File: config.mk
export PLATFORM = sky130hd
export DESIGN_NAME = easyaxi_rd_arb
export DESIGN_NICKNAME = d
export VERILOG_FILES = /design/src/rtl/easyaxi_rd_arb.sv
export SDC_FILE = /design/constraint.sdc
export NUM_CORES = 1
export LEC_CHECK = 0
export BUFFER_PORTS_ARGS = -buffer_cell sky130_fd_sc_hd__clkbuf_2
export CAP_MARGIN = 20
export CORE_AREA = 4 4 116 118
export CTS_CLUSTER_DIAMETER = 100
export DETAILED_ROUTE_END_ITERATION = 8
export DIE_AREA = 0 0 120 122
export PLACE_DENSITY = 0.47
export REMOVE_ABC_BUFFERS = 1
export SLEW_MARGIN = 20
export SYNTH_ARGS = -nofsm -noshare
export SYNTH_HDL_FRONTEND = slang
export SYNTH_SLANG_ARGS = --single-unit
File: constraint.sdc
create_clock -name clk -period 2.5 [get_ports clk]
set_clock_uncertainty 0.05 [all_clocks]
set_input_delay 0.125 -clock clk [delete_from_list [all_inputs] [get_ports clk]]
set_output_delay 0.125 -clock clk [all_outputs]
set_load 0.05 [all_outputs]
File: src/rtl/easyaxi_rd_arb.sv
// easyaxi_rd_arb: two-master to one-slave AXI read-channel arbiter.
// One burst is outstanding at a time. Simultaneous requests go round-robin.
// R beats return to the granted master until the last beat is accepted.
module easyaxi_rd_arb #(
    parameter int unsigned AR_W = 54,
    parameter int unsigned R_W  = 40
) (
    input  logic            clk,
    input  logic            rst,

    input  logic            m0_arvalid,
    output logic            m0_arready,
    input  logic [AR_W-1:0] m0_ar_pld,
    output logic            m0_rvalid,
    input  logic            m0_rready,
    output logic [R_W-1:0]  m0_r_pld,
    output logic            m0_rlast,

    input  logic            m1_arvalid,
    output logic            m1_arready,
    input  logic [AR_W-1:0] m1_ar_pld,
    output logic            m1_rvalid,
    input  logic            m1_rready,
    output logic [R_W-1:0]  m1_r_pld,
    output logic            m1_rlast,

    output logic            s_arvalid,
    input  logic            s_arready,
    output logic [AR_W-1:0] s_ar_pld,
    input  logic            s_rvalid,
    output logic            s_rready,
    input  logic [R_W-1:0]  s_r_pld,
    input  logic            s_rlast,

    output logic            busy,
    output logic            gnt_idx
);

    typedef enum logic [1:0] {
        IDLE = 2'd0,
        ADDR = 2'd1,
        DATA = 2'd2
    } state_t;

    state_t          state;
    logic            rr_ptr;

    logic            sel_arvalid;
    logic [AR_W-1:0] sel_ar_pld;
    logic            sel_rready;

    // Granted-master selects, steered only by the registered grant
    assign sel_arvalid = gnt_idx ? m1_arvalid : m0_arvalid;
    assign sel_ar_pld  = gnt_idx ? m1_ar_pld  : m0_ar_pld;
    assign sel_rready  = gnt_idx ? m1_rready  : m0_rready;

    assign busy = (state != IDLE);

    // Arbitration FSM: grant, address handshake, data burst until rlast
    always_ff @(posedge clk) begin
        if (rst) begin
            state   <= IDLE;
            gnt_idx <= 1'b0;
            rr_ptr  <= 1'b0;
        end else begin
            case (state)
                IDLE: begin
                    if (m0_arvalid || m1_arvalid) begin
                        gnt_idx <= (m0_arvalid && m1_arvalid) ? rr_ptr : m1_arvalid;
                        state   <= ADDR;
                    end
                end
                ADDR: begin
                    if (sel_arvalid && s_arready) begin
                        state <= DATA;
                    end
                end
                DATA: begin
                    if (s_rvalid && sel_rready && s_rlast) begin
                        state  <= IDLE;
                        rr_ptr <= ~gnt_idx;
                    end
                end
                default: state <= IDLE;
            endcase
        end
    end

    // Handshake routing: only the phase-active channel of the granted master passes
    always_comb begin
        m0_arready = 1'b0;
        m1_arready = 1'b0;
        m0_rvalid  = 1'b0;
        m1_rvalid  = 1'b0;
        m0_r_pld   = '0;
        m1_r_pld   = '0;
        m0_rlast   = 1'b0;
        m1_rlast   = 1'b0;
        s_arvalid  = 1'b0;
        s_ar_pld   = '0;
        s_rready   = 1'b0;
        case (state)
            ADDR: begin
                s_arvalid = sel_arvalid;
                s_ar_pld  = sel_ar_pld;
                if (gnt_idx) begin
                    m1_arready = s_arready;
                end else begin
                    m0_arready = s_arready;
                end
            end
            DATA: begin
                s_rready = sel_rready;
                if (gnt_idx) begin
                    m1_rvalid = s_rvalid;
                    m1_r_pld  = s_r_pld;
                    m1_rlast  = s_rlast;
                end else begin
                    m0_rvalid = s_rvalid;
                    m0_r_pld  = s_r_pld;
                    m0_rlast  = s_rlast;
                end
            end
            default: ;
        endcase
    end

endmodule

# After elaboration in Yosys (flattened, before gate mapping)
# Cells that the tools add are included.
dict set report word_totals {
  regBits 4
  latch_bits 0
  mem_bits_rw 0
  rom_bits 0
  input_bits 157
  output_inout_bits 144
  elab_cells 46
  n_memories 0
}
dict set report op_classes {
  add_sub_neg 0
  mul 0
  n_div 0
  order_cmp 0
  n_eq_ne 5
  shift 0
  mux 27
  n_bitwise 1
  reduce_logical 10
}
# cell n
set ops {}
lappend ops {{$mux 40} 4}
lappend ops {{$mux 54} 2}
lappend ops {{$mux 1} 17}
lappend ops {{$mux 2} 3}
lappend ops {{$ne 2x2->1 const B} 3}
lappend ops {{$pmux 2 s3} 1}
lappend ops {{$logic_and 1x1->1} 4}
lappend ops {{$reduce_and 2->1} 2}
lappend ops {{$reduce_and 3->1} 1}
lappend ops {{$eq 2x1->1 const B} 1}
lappend ops {{$eq 2x2->1 const B} 1}
lappend ops {{$logic_not 2->1} 1}
lappend ops {{$reduce_bool 2->1} 1}
lappend ops {{$logic_or 1x1->1} 1}
lappend ops {{$not 1->1} 1}

# Longest topological paths before layout
# Gate-level depths: netlist of run 1.
dict set report logic_depth {
  word_depth 5
  mapped_depth 5
  mapped_depth_nobuf 4
}

# Worst setup path after synthesis of run 1
# No wires, ideal clock.
dict set report synth_path {
  kind {reg-to-output}
  start {reg gnt_idx}
  end {out s_ar_pld[15]}
  arrival_ns 1.936
  t_required_ns 2.325
  setup_slack_ns 0.389
  path_stages_with_launch 6
  path_buffers 3
  cell_sequence {dfxtp_1 -> buf_6 -> buf_4 -> buf_4 -> mux2i_1 -> nor2_1}
}
dict set report synth_via {
  elab_chain_cells 2
}
# element line_no
set synth_lines {}
lappend synth_lines {{start: declaration} 36} ;# output logic gnt_idx
lappend synth_lines {{start signal: assignment} 69} ;# gnt_idx <= (m0_arvalid && m1_arvalid) ? rr_ptr : m1_arvalid;
lappend synth_lines {{$mux 54} 54} ;# assign sel_ar_pld = gnt_idx ? m1_ar_pld : m0_ar_pld;
lappend synth_lines {{$mux 54} 102} ;# case (state)
lappend synth_lines {{end: declaration} 29} ;# output logic [AR_W-1:0] s_ar_pld,
# No other way between the ends.

# Worst setup path after layout of run 1
dict set report layout_path {
  start {reg gnt_idx}
  end {out m1_rlast}
}
dict set report layout_via {
  elab_chain_cells 2
}
# element line_no
set layout_lines {}
lappend layout_lines {{$mux 1} 114} ;# if (gnt_idx) begin
lappend layout_lines {{$mux 1} 102}
lappend layout_lines {{end: declaration} 25} ;# output logic m1_rlast,
# No other way between the ends.

==> flow_summary.json, run 1 <==
{
  "pwr-share-comb": 0.691,
  "finalCritPeriodShare": 0.810,
  "nets": 693,
  "grt_use_total": 0.108,
  "r2r_end": "state[0]",
  "rsz0062_at_grt": "no",
  "cts_root_buf": "clkbuf_16",
  "yosysMostFrequentCell": "and2_1",
  "path_class": "reg2out",
  "vdd_drop_max_mv": 0.164,
  "slew_violations": 0,
  "synthArstFlopShare": 0,
  "vias_per_cell": 3.76,
  "core_area_um2": 12500,
  "gr-total-overflow": 0,
  "cp.arrival_ps": 1850,
  "r2r-start": "gnt_idx",
  "slew_headroom": 0.650,
  "r2r_slack_ps": 1020,
  "antenna_found_initial": 0,
  "crit_start": "gnt_idx",
  "die_area_um2": 14600,
  "total_power_uw": 1110,
  "status": "finished, final reports clean",
  "min_path_type": "in2reg",
  "drive_above_1_share": 0.585,
  "core.rowCount": 41,
  "grt_max_degree": 55,
  "seqPwrFrac": 0.078,
  "worst_pin_slew_ps": 525,
  "synthFlopType": "dfxtp_1",
  "htreeDepth": 1,
  "clkPwrFrac": 0.231,
  "synth.area.top_cells": "mux2i_1 33%, and2_1 32%, nor2_1 13%",
  "area_growth_pct": 123,
  "syn_inst": 248,
  "globalplace.congestion": 0.844,
  "path_clk_slew_ps": 30,
  "clock_latency_ps": 220,
  "final_util": 0.294,
  "chipHeight_um": 122,
  "syn_avg_cell_area_um2": 6.63,
  "cp-end-kind": "primary output",
  "ys_top_cells_by_count": "85 x and2_1, 58 x nor2_1, 55 x mux2i_1",
  "fillCellCount": 1364,
  "dpl.hpwl_um": 7800,
  "wl_per_cell_um": 12.5,
  "p_leak_uw": 0.00205,
  "ios": 301,
  "synth_warnings": 0,
  "routed_wl_um": 8870,
  "synth_edf_count": 0,
  "cp_max_fo": 42,
  "grt_pass1_vias": 2625,
  "fp.dieW_um": 120,
  "critical_path.endpoint": "m1_rlast",
  "syn_area_um2": 1650,
  "yosys.area.top_type_share": 0.335,
  "ant_nets": 0,
  "cts_buffers": 3,
  "ys_seq_area_frac": 0.0487,
  "clk_path_buf_depth": 2,
  "worst_setup_path_start_kind": "flip-flop",
  "p_int_uw": 521,
  "first_pass_iters": 4,
  "hold_viol": 0,
  "synth_top_area_cell": "mux2i_1",
  "cts_sinks": 4,
  "drtIter0Drc": 154,
  "antennaDiodeCount": 0,
  "drc": 0,
  "setup_viol": 0,
  "fmax_ghz": 0.494,
  "holdBufCountCts": 0,
  "max_cap_violations": 0,
  "required_ps": 2330,
  "io_buffers": 300,
  "grt_pass1_wl_um": 13200,
  "cts_setup_buffers": 0,
  "finalCriticalPeriod_ps": 2030,
  "cts_resized": 0,
  "reg2reg_depth": 3,
  "power.switching_uw": 585,
  "start_util": 0.132,
  "ys_types": 24,
  "p_per_area_nw_per_um2": 301,
  "swShare": 0.529,
  "cts_tree": "yes",
  "vias": 2656,
  "ys_ff_latch": 4
}
[critical path, stage by stage (launching register included)]
cell      delay, ps
dfxtp_4         590
inv_1           150
nor2_2          120
buf_4           300
and2_1          180
clkbuf_2        280
[metal layers]
metal	global-route usage	routed length, µm	vias up	part of all wire
met2	0.195	4640	129	0.52
met1	0.132	3430	1142	0.39
met4	0.0251	129	0	0.015
li1	-	-	1373	-
met5	0	0	-	0
met3	0.0218	669	12	0.075
[power by group through the flow]
stage	combinational, µW	clock (µW)	sequential [µW]
6_report	764	256	86.1
2_1_floorplan	501	0	102
3_5_place_dp	768	0	87.1
4_1_cts	770	261	86.4
3_3_place_gp	763	0	86.9
5_1_grt	817	268	88.2
[cells in the final DEF, fill, tap and decap left out, drive strengths merged, types with 2 or more instances in the layout]
cell and count:
o21ai 3, inv 5, nand2b 2, and2 85, a21oi 2, clkbuf 285, mux2i 55, nor2 58
buf 23, dfxtp 4, and3 3
[how the worst min path moves through the flow]
stage                     startpoint      end  cells past startpoint  slack, ps
after floorplan                  rst  gnt_idx                      1        140
final                            rst  gnt_idx                      2         80
after CTS                        rst  gnt_idx                      2         80
after global routing             rst  gnt_idx                      2        110
after detailed placement         rst  gnt_idx                      2        310
after global placement           rst  gnt_idx                      2        300
[cell families (layout without fill, tap and decap cells)]
group                  Yosys count  count (layout)  synth area share
AO/OA/AOI/OAI                    8               8            0.0281
AND/OR/NAND/NOR                154             154             0.500
buffers and inverters           26             313            0.0791
multiplexers                    56              56             0.344
flip-flops                       4               4            0.0487
[sequential cells by signal, summed over array words and instances, names as in the netlist]
register	count
gnt_idx	1
state	2
rr_ptr	1
[cell type report]
type                       instances  area [µm²]  share of cell area
timing repair buffer             304        1830               0.499
multi-input combinational        218        1440               0.393
sequential                         4        83.8              0.0229
clock buffer                       4        78.8              0.0215
tap                              172         215              0.0587
inverter                           5        18.8             0.00512
[through the flow]
stage / hold slack (ps) / cell area (µm²) / TNS (ps) / cells / worst slack [ps]
6_report: 81.9 / 3670 / 0 / 707 / 474
5_1_grt: 113 / 3670 / 0 / 707 / 287
4_1_cts: 77.2 / 3670 / 0 / 707 / 455
3_5_place_dp: 306 / 3590 / 0 / 703 / 704
3_3_place_gp: 303 / 3590 / 0 / 703 / 756
2_1_floorplan: 144 / 1530 / -209700 / 227 / -1810
Power figures use the tool's default switching activity.
==> run 2: changes to the inputs <==
--- a/config.mk
+++ b/config.mk
@@ -7,11 +7,11 @@
 export LEC_CHECK = 0
 export BUFFER_PORTS_ARGS = -buffer_cell sky130_fd_sc_hd__clkbuf_2
 export CAP_MARGIN = 20
-export CORE_AREA = 4 4 116 118
+export CORE_AREA = 4 4 114 116
 export CTS_CLUSTER_DIAMETER = 100
 export DETAILED_ROUTE_END_ITERATION = 8
-export DIE_AREA = 0 0 120 122
-export PLACE_DENSITY = 0.47
+export DIE_AREA = 0 0 118 120
+export PLACE_DENSITY = 0.5
 export REMOVE_ABC_BUFFERS = 1
 export SLEW_MARGIN = 20
 export SYNTH_ARGS = -nofsm -noshare
==> constraint.sdc (replaced) <==
create_clock -name clk -period 1.79 [get_ports clk]
set_clock_uncertainty 0.05 [all_clocks]
set_input_delay 0.0895 -clock clk [delete_from_list [all_inputs] [get_ports clk]]
set_output_delay 0.0895 -clock clk [all_outputs]
set_load 0.05 [all_outputs]
==> run 2 against run 1 <==
Sequential power rose by 27%; power rose by 46%; register-to-register slack got worse by 630 ps; sequential cell count did not move; clock power rose by 43%; non-clock buffer count rose by 6; global-route usage rose by 1.1 points; final cell count fell by 2.7%; first-iteration DRC count fell by 56%; highest routed layer unchanged.
==> flow_summary.json, run 2 (synthesis gave the netlist of run 1 again) <==
{
  "clock_latency_ps": 230,
  "antenna_found_initial": 0,
  "drtIter0Drc": 67,
  "p_per_area_nw_per_um2": 391,
  "antennaDiodeCount": 0,
  "final_cell_mix": "255 x clkbuf_2, 85 x and2_1, 56 x nor2_1",
  "dpl.hpwl_um": 8240,
  "path_class": "reg2out",
  "cts_buffers": 3,
  "gr-total-overflow": 0,
  "die_area_um2": 14200,
  "cts_sinks": 4,
  "p_leak_uw": 0.00218,
  "cts_tree": "yes",
  "largest_register_ff_count": 2,
  "hold_viol": 0,
  "slowest_stage": "dfxtp_1",
  "slew_violations": 0,
  "worst_pin_slew_ps": 298,
  "grt_max_degree": 55,
  "holdBufCountCts": 0,
  "cp_max_fo": 42,
  "first_pass_iters": 4,
  "top_layer_used": "met4",
  "slew_headroom": 0.802,
  "final_common_cell": "clkbuf_2",
  "finalCriticalPeriod_ps": 1670,
  "grt_pass1_vias": 2728,
  "grt_use_total": 0.119,
  "io_buffers": 300,
  "path_clk_slew_ps": 30,
  "regMostFlops": "state",
  "critPathMaxStageDelay_ps": 340,
  "fmax_ghz": 0.598,
  "vias": 2747,
  "total_power_uw": 1610,
  "ios": 301,
  "clk_path_buf_depth": 2,
  "wl_met3_um": 533,
  "cp-end-kind": "primary output",
  "htreeDepth": 1,
  "grt_pass1_wl_um": 14100,
  "chipHeight_um": 120,
  "finalCritPeriodShare": 0.934,
  "cp.arrival_ps": 1530,
  "setup_viol": 0,
  "cts_root_buf": "clkbuf_16",
  "status": "finished, final reports clean",
  "globalplace.congestion": 0.824,
  "core.rowCount": 40,
  "routed-wl-met2_um": 5350,
  "worst_setup_path_start_kind": "flip-flop",
  "drive_above_1_share": 0.590,
  "final_util": 0.346,
  "reg_top3": "state: 2 flops, gnt_idx: 1 flops, rr_ptr: 1 flops",
  "vdd_drop_max_mv": 0.276,
  "core_area_um2": 11900,
  "area_growth_pct": 151,
  "rsz0062_at_grt": "no",
  "drc": 0,
  "max_cap_violations": 0,
  "wl_met1_um": 3320,
  "fp.dieW_um": 118,
  "routed_wl_um": 9330,
  "ant_nets": 0,
  "vias_per_cell": 3.99,
  "start_util": 0.138,
  "required_ps": 1650,
  "min_path_type": "in2reg",
  "wl_per_cell_um": 13.6,
  "nets": 699,
  "cp_cell_sequence": "nand2b_4 > nor2_2 > buf_12 > and2_1 > clkbuf_2"
}
[run 2: changes by cell type in the layout (fill, tap and decap cells not counted)]
| cell | delta |
|---|---|
| clkbuf_2 | -26 |
| buf_4 | +2 |
| buf_12 | +30 |
[run 2: path summary, 6_finish.rpt]
kind | startpoint | to | slack [ps] | cells after the start
min | rst | gnt_idx | 20 | 2
min reg2reg | rr_ptr | rr_ptr | 490 | 2
max | state[0] | m0_r_pld[13] | 120 | 5
max reg2reg | gnt_idx | state[0] | 390 | 4
[run 2: area by class of cell]
| class | count | area, µm² |
|---|---|---|
| fillers | 1264 | 7790 |
| repair buffers | 310 | 2310 |
| multi-input cells | 218 | 1440 |
| well taps | 147 | 184 |
| flip-flops and latches | 4 | 83.8 |
| clock buffers | 4 | 78.8 |
| inverters | 5 | 18.8 |
[run 2: report_power, final]
part | internal, µW | switching (µW)
combinational | 385 | 753
sequential | 96.8 | 11.8
clock | 295 | 72.3
[run 2: repair_timing]
action,CTS,global route
endpoints found under the setup margin,15,0
setup buffers,4,0
gates resized for setup,0,0
[run 2: worst max-delay path, delay by kind of cell, from the launching register on]
kind                   cells  cell delay [ps]
and+or+nand+nor            3              470
buffers and inverters      2              470
DFF                        1              340
[run 2: per-stage QoR]
| step | cell area, µm² | TNS [ps] | hold slack (ps) | setup WS (ps) | std cells |
|---|---|---|---|---|---|
| floorplan | 1530 | -308990 | 109 | -2480 | 227 |
| global placement | 4000 | 0 | 259 | 230 | 680 |
| detailed placement | 4000 | 0 | 253 | 211 | 680 |
| CTS | 4120 | 0 | 13.2 | 84.5 | 688 |
| global route | 4120 | 0 | 39.8 | 20.0 | 688 |
| finish | 4120 | 0 | 17.2 | 118 | 688 |
[run 2: per-layer routing]
metal,global-route usage,vias up
li1,-,1387
met1,0.134,1244
met2,0.233,102
met3,0.0193,14
met4,0.0242,0
met5,0,-
==> run 3: changes to the inputs <==
==> config.mk (replaced) <==
export PLATFORM = sky130hd
export DESIGN_NAME = easyaxi_rd_arb
export DESIGN_NICKNAME = d
export VERILOG_FILES = /design/src/rtl/easyaxi_rd_arb.sv
export SDC_FILE = /design/constraint.sdc
export NUM_CORES = 1
export LEC_CHECK = 0
export CAP_MARGIN = 20
export CORE_AREA = 4 4 115 117
export CTS_CLUSTER_DIAMETER = 100
export DETAILED_ROUTE_END_ITERATION = 8
export DIE_AREA = 0 0 119 121
export DONT_BUFFER_PORTS = 1
export PLACE_DENSITY = 0.3
export REMOVE_ABC_BUFFERS = 1
export SLEW_MARGIN = 20
export SYNTH_ARGS = -nofsm -noshare
export SYNTH_HDL_FRONTEND = slang
export SYNTH_SLANG_ARGS = --single-unit
==> run 3 against run 2 <==
Cell area fell by 0.82%; core utilization is 1.5 points lower; worst hold slack gained 25 ps; critical endpoint is now s_ar_pld[35]; largest cell class unchanged.
==> flow_summary.json, run 3 (synthesis gave the netlist of run 1 again) <==
{
  "final_common_cell": "buf_12",
  "p_leak_uw": 0.00170,
  "routed_wl_um": 9550,
  "cts_tree": "yes",
  "core_area_um2": 12400,
  "largest_register_ff_count": 2,
  "start_util": 0.133,
  "cp_max_fo": 49,
  "nets": 540,
  "dpl.hpwl_um": 8520,
  "final_cell_mix": "87 x buf_12, 85 x and2_1, 60 x buf_4",
  "status": "finished, final reports clean",
  "finalCritPeriodShare": 0.934,
  "clk_path_buf_depth": 2,
  "vdd_drop_max_mv": 0.222,
  "area_growth_pct": 149,
  "max_cap_violations": 0,
  "pwr-share-comb": 0.691,
  "cts_buffers": 3,
  "path_clk_slew_ps": 30,
  "ios": 301,
  "cts_sinks": 4,
  "fillCellCount": 1264,
  "slew_violations": 0,
  "worst_pin_slew_ps": 533,
  "first_pass_iters": 4,
  "die_area_um2": 14400,
  "setup_viol": 0,
  "drc": 0,
  "slew_headroom": 0.646,
  "cp.arrival_ps": 1530,
  "gr-total-overflow": 0,
  "swShare": 0.508,
  "vias": 2188,
  "clkPwrFrac": 0.237,
  "grt_pass1_wl_um": 13400,
  "p_per_area_nw_per_um2": 374,
  "p_int_uw": 753,
  "core.rowCount": 41,
  "antenna_found_initial": 0,
  "regMostFlops": "state",
  "vias_per_cell": 3.95,
  "seqPwrFrac": 0.071,
  "power.switching_uw": 776,
  "io_buffers": 0,
  "fmax_ghz": 0.598,
  "finalCriticalPeriod_ps": 1670,
  "cp-end-kind": "primary output",
  "cts_root_buf": "clkbuf_16",
  "min_path_type": "in2reg",
  "required_ps": 1650,
  "drive_above_1_share": 0.411,
  "grt_max_degree": 55,
  "antennaDiodeCount": 0,
  "reg_top3": "state: 2 flops, gnt_idx: 1 flops, rr_ptr: 1 flops",
  "chipHeight_um": 121,
  "drtIter0Drc": 77,
  "final_util": 0.331,
  "path_class": "reg2out",
  "globalplace.congestion": 0.727,
  "wl_per_cell_um": 17.2,
  "worst_setup_path_start_kind": "flip-flop",
  "grt_use_total": 0.119,
  "htreeDepth": 1,
  "tns_ps": 0,
  "rsz0062_at_grt": "no",
  "clock_latency_ps": 230,
  "ant_nets": 0,
  "grt_pass1_vias": 2113,
  "hold_viol": 0,
  "fp.dieW_um": 119
}
run 3: layout make-up:
type                    instances  area [µm²]  area share
repair buffers                151        2250       0.550
clock buffers                   4        78.8      0.0193
well taps                     172         215      0.0526
flip-flops and latches          4        83.8      0.0205
multi-input cells             218        1440       0.353
inverters                       5        18.8     0.00459
run 3: metrics by stage:
step	hold slack, ps	instances	total power, µW	area (µm²)	setup WS, ps
after floorplan	109	227	843	1530	-2480
after global placement	109	544	1150	3950	279
after detailed placement	105	544	1160	3950	246
after CTS	39.1	551	1540	4060	5.31
after global routing	60.3	554	1600	4090	69.6
final	41.7	554	1530	4090	119
run 3: timing repair:
| item | 4_1_cts | 5_1_grt |
|---|---|---|
| hold buffers | 3 | 0 |
| endpoints found under the hold margin | 4 | 0 |
| resized for setup | 0 | 1 |
| endpoints found under the setup margin | 0 | 5 |
| setup buffers | 0 | 3 |
run 3: power by group through the flow:
stage	clock [µW]	sequential, µW	combinational [µW]
floorplan	0	142	700
global placement	0	115	1040
detailed placement	0	115	1040
CTS	372	114	1050
global route	378	111	1110
finish	363	109	1060
run 3: final timing paths:
path	start	to	slack (ps)	cells after the start
worst max-delay path	gnt_idx	s_ar_pld[35]	120	4
worst max register to register	state[1]	gnt_idx	270	5
worst min register to register	rr_ptr	rr_ptr	460	2
worst min-delay path	s_arready	state[0]	40	2
run 3: critical path, cell delays in order (launching register included):
cell     delay [ps]
dfxtp_4         410
buf_16          280
mux2i_1         290
nor2_1           70
buf_4           190
run 3: layer usage:
| layer | share of wire | vias to the layer above | global-route usage |
|---|---|---|---|
| met5 | 0 | - | 0 |
| li1 | - | 1062 | - |
| met2 | 0.59 | 132 | 0.250 |
| met3 | 0.074 | 4 | 0.0284 |
| met1 | 0.34 | 990 | 0.121 |
| met4 | 0.0022 | 0 | 0.00869 |
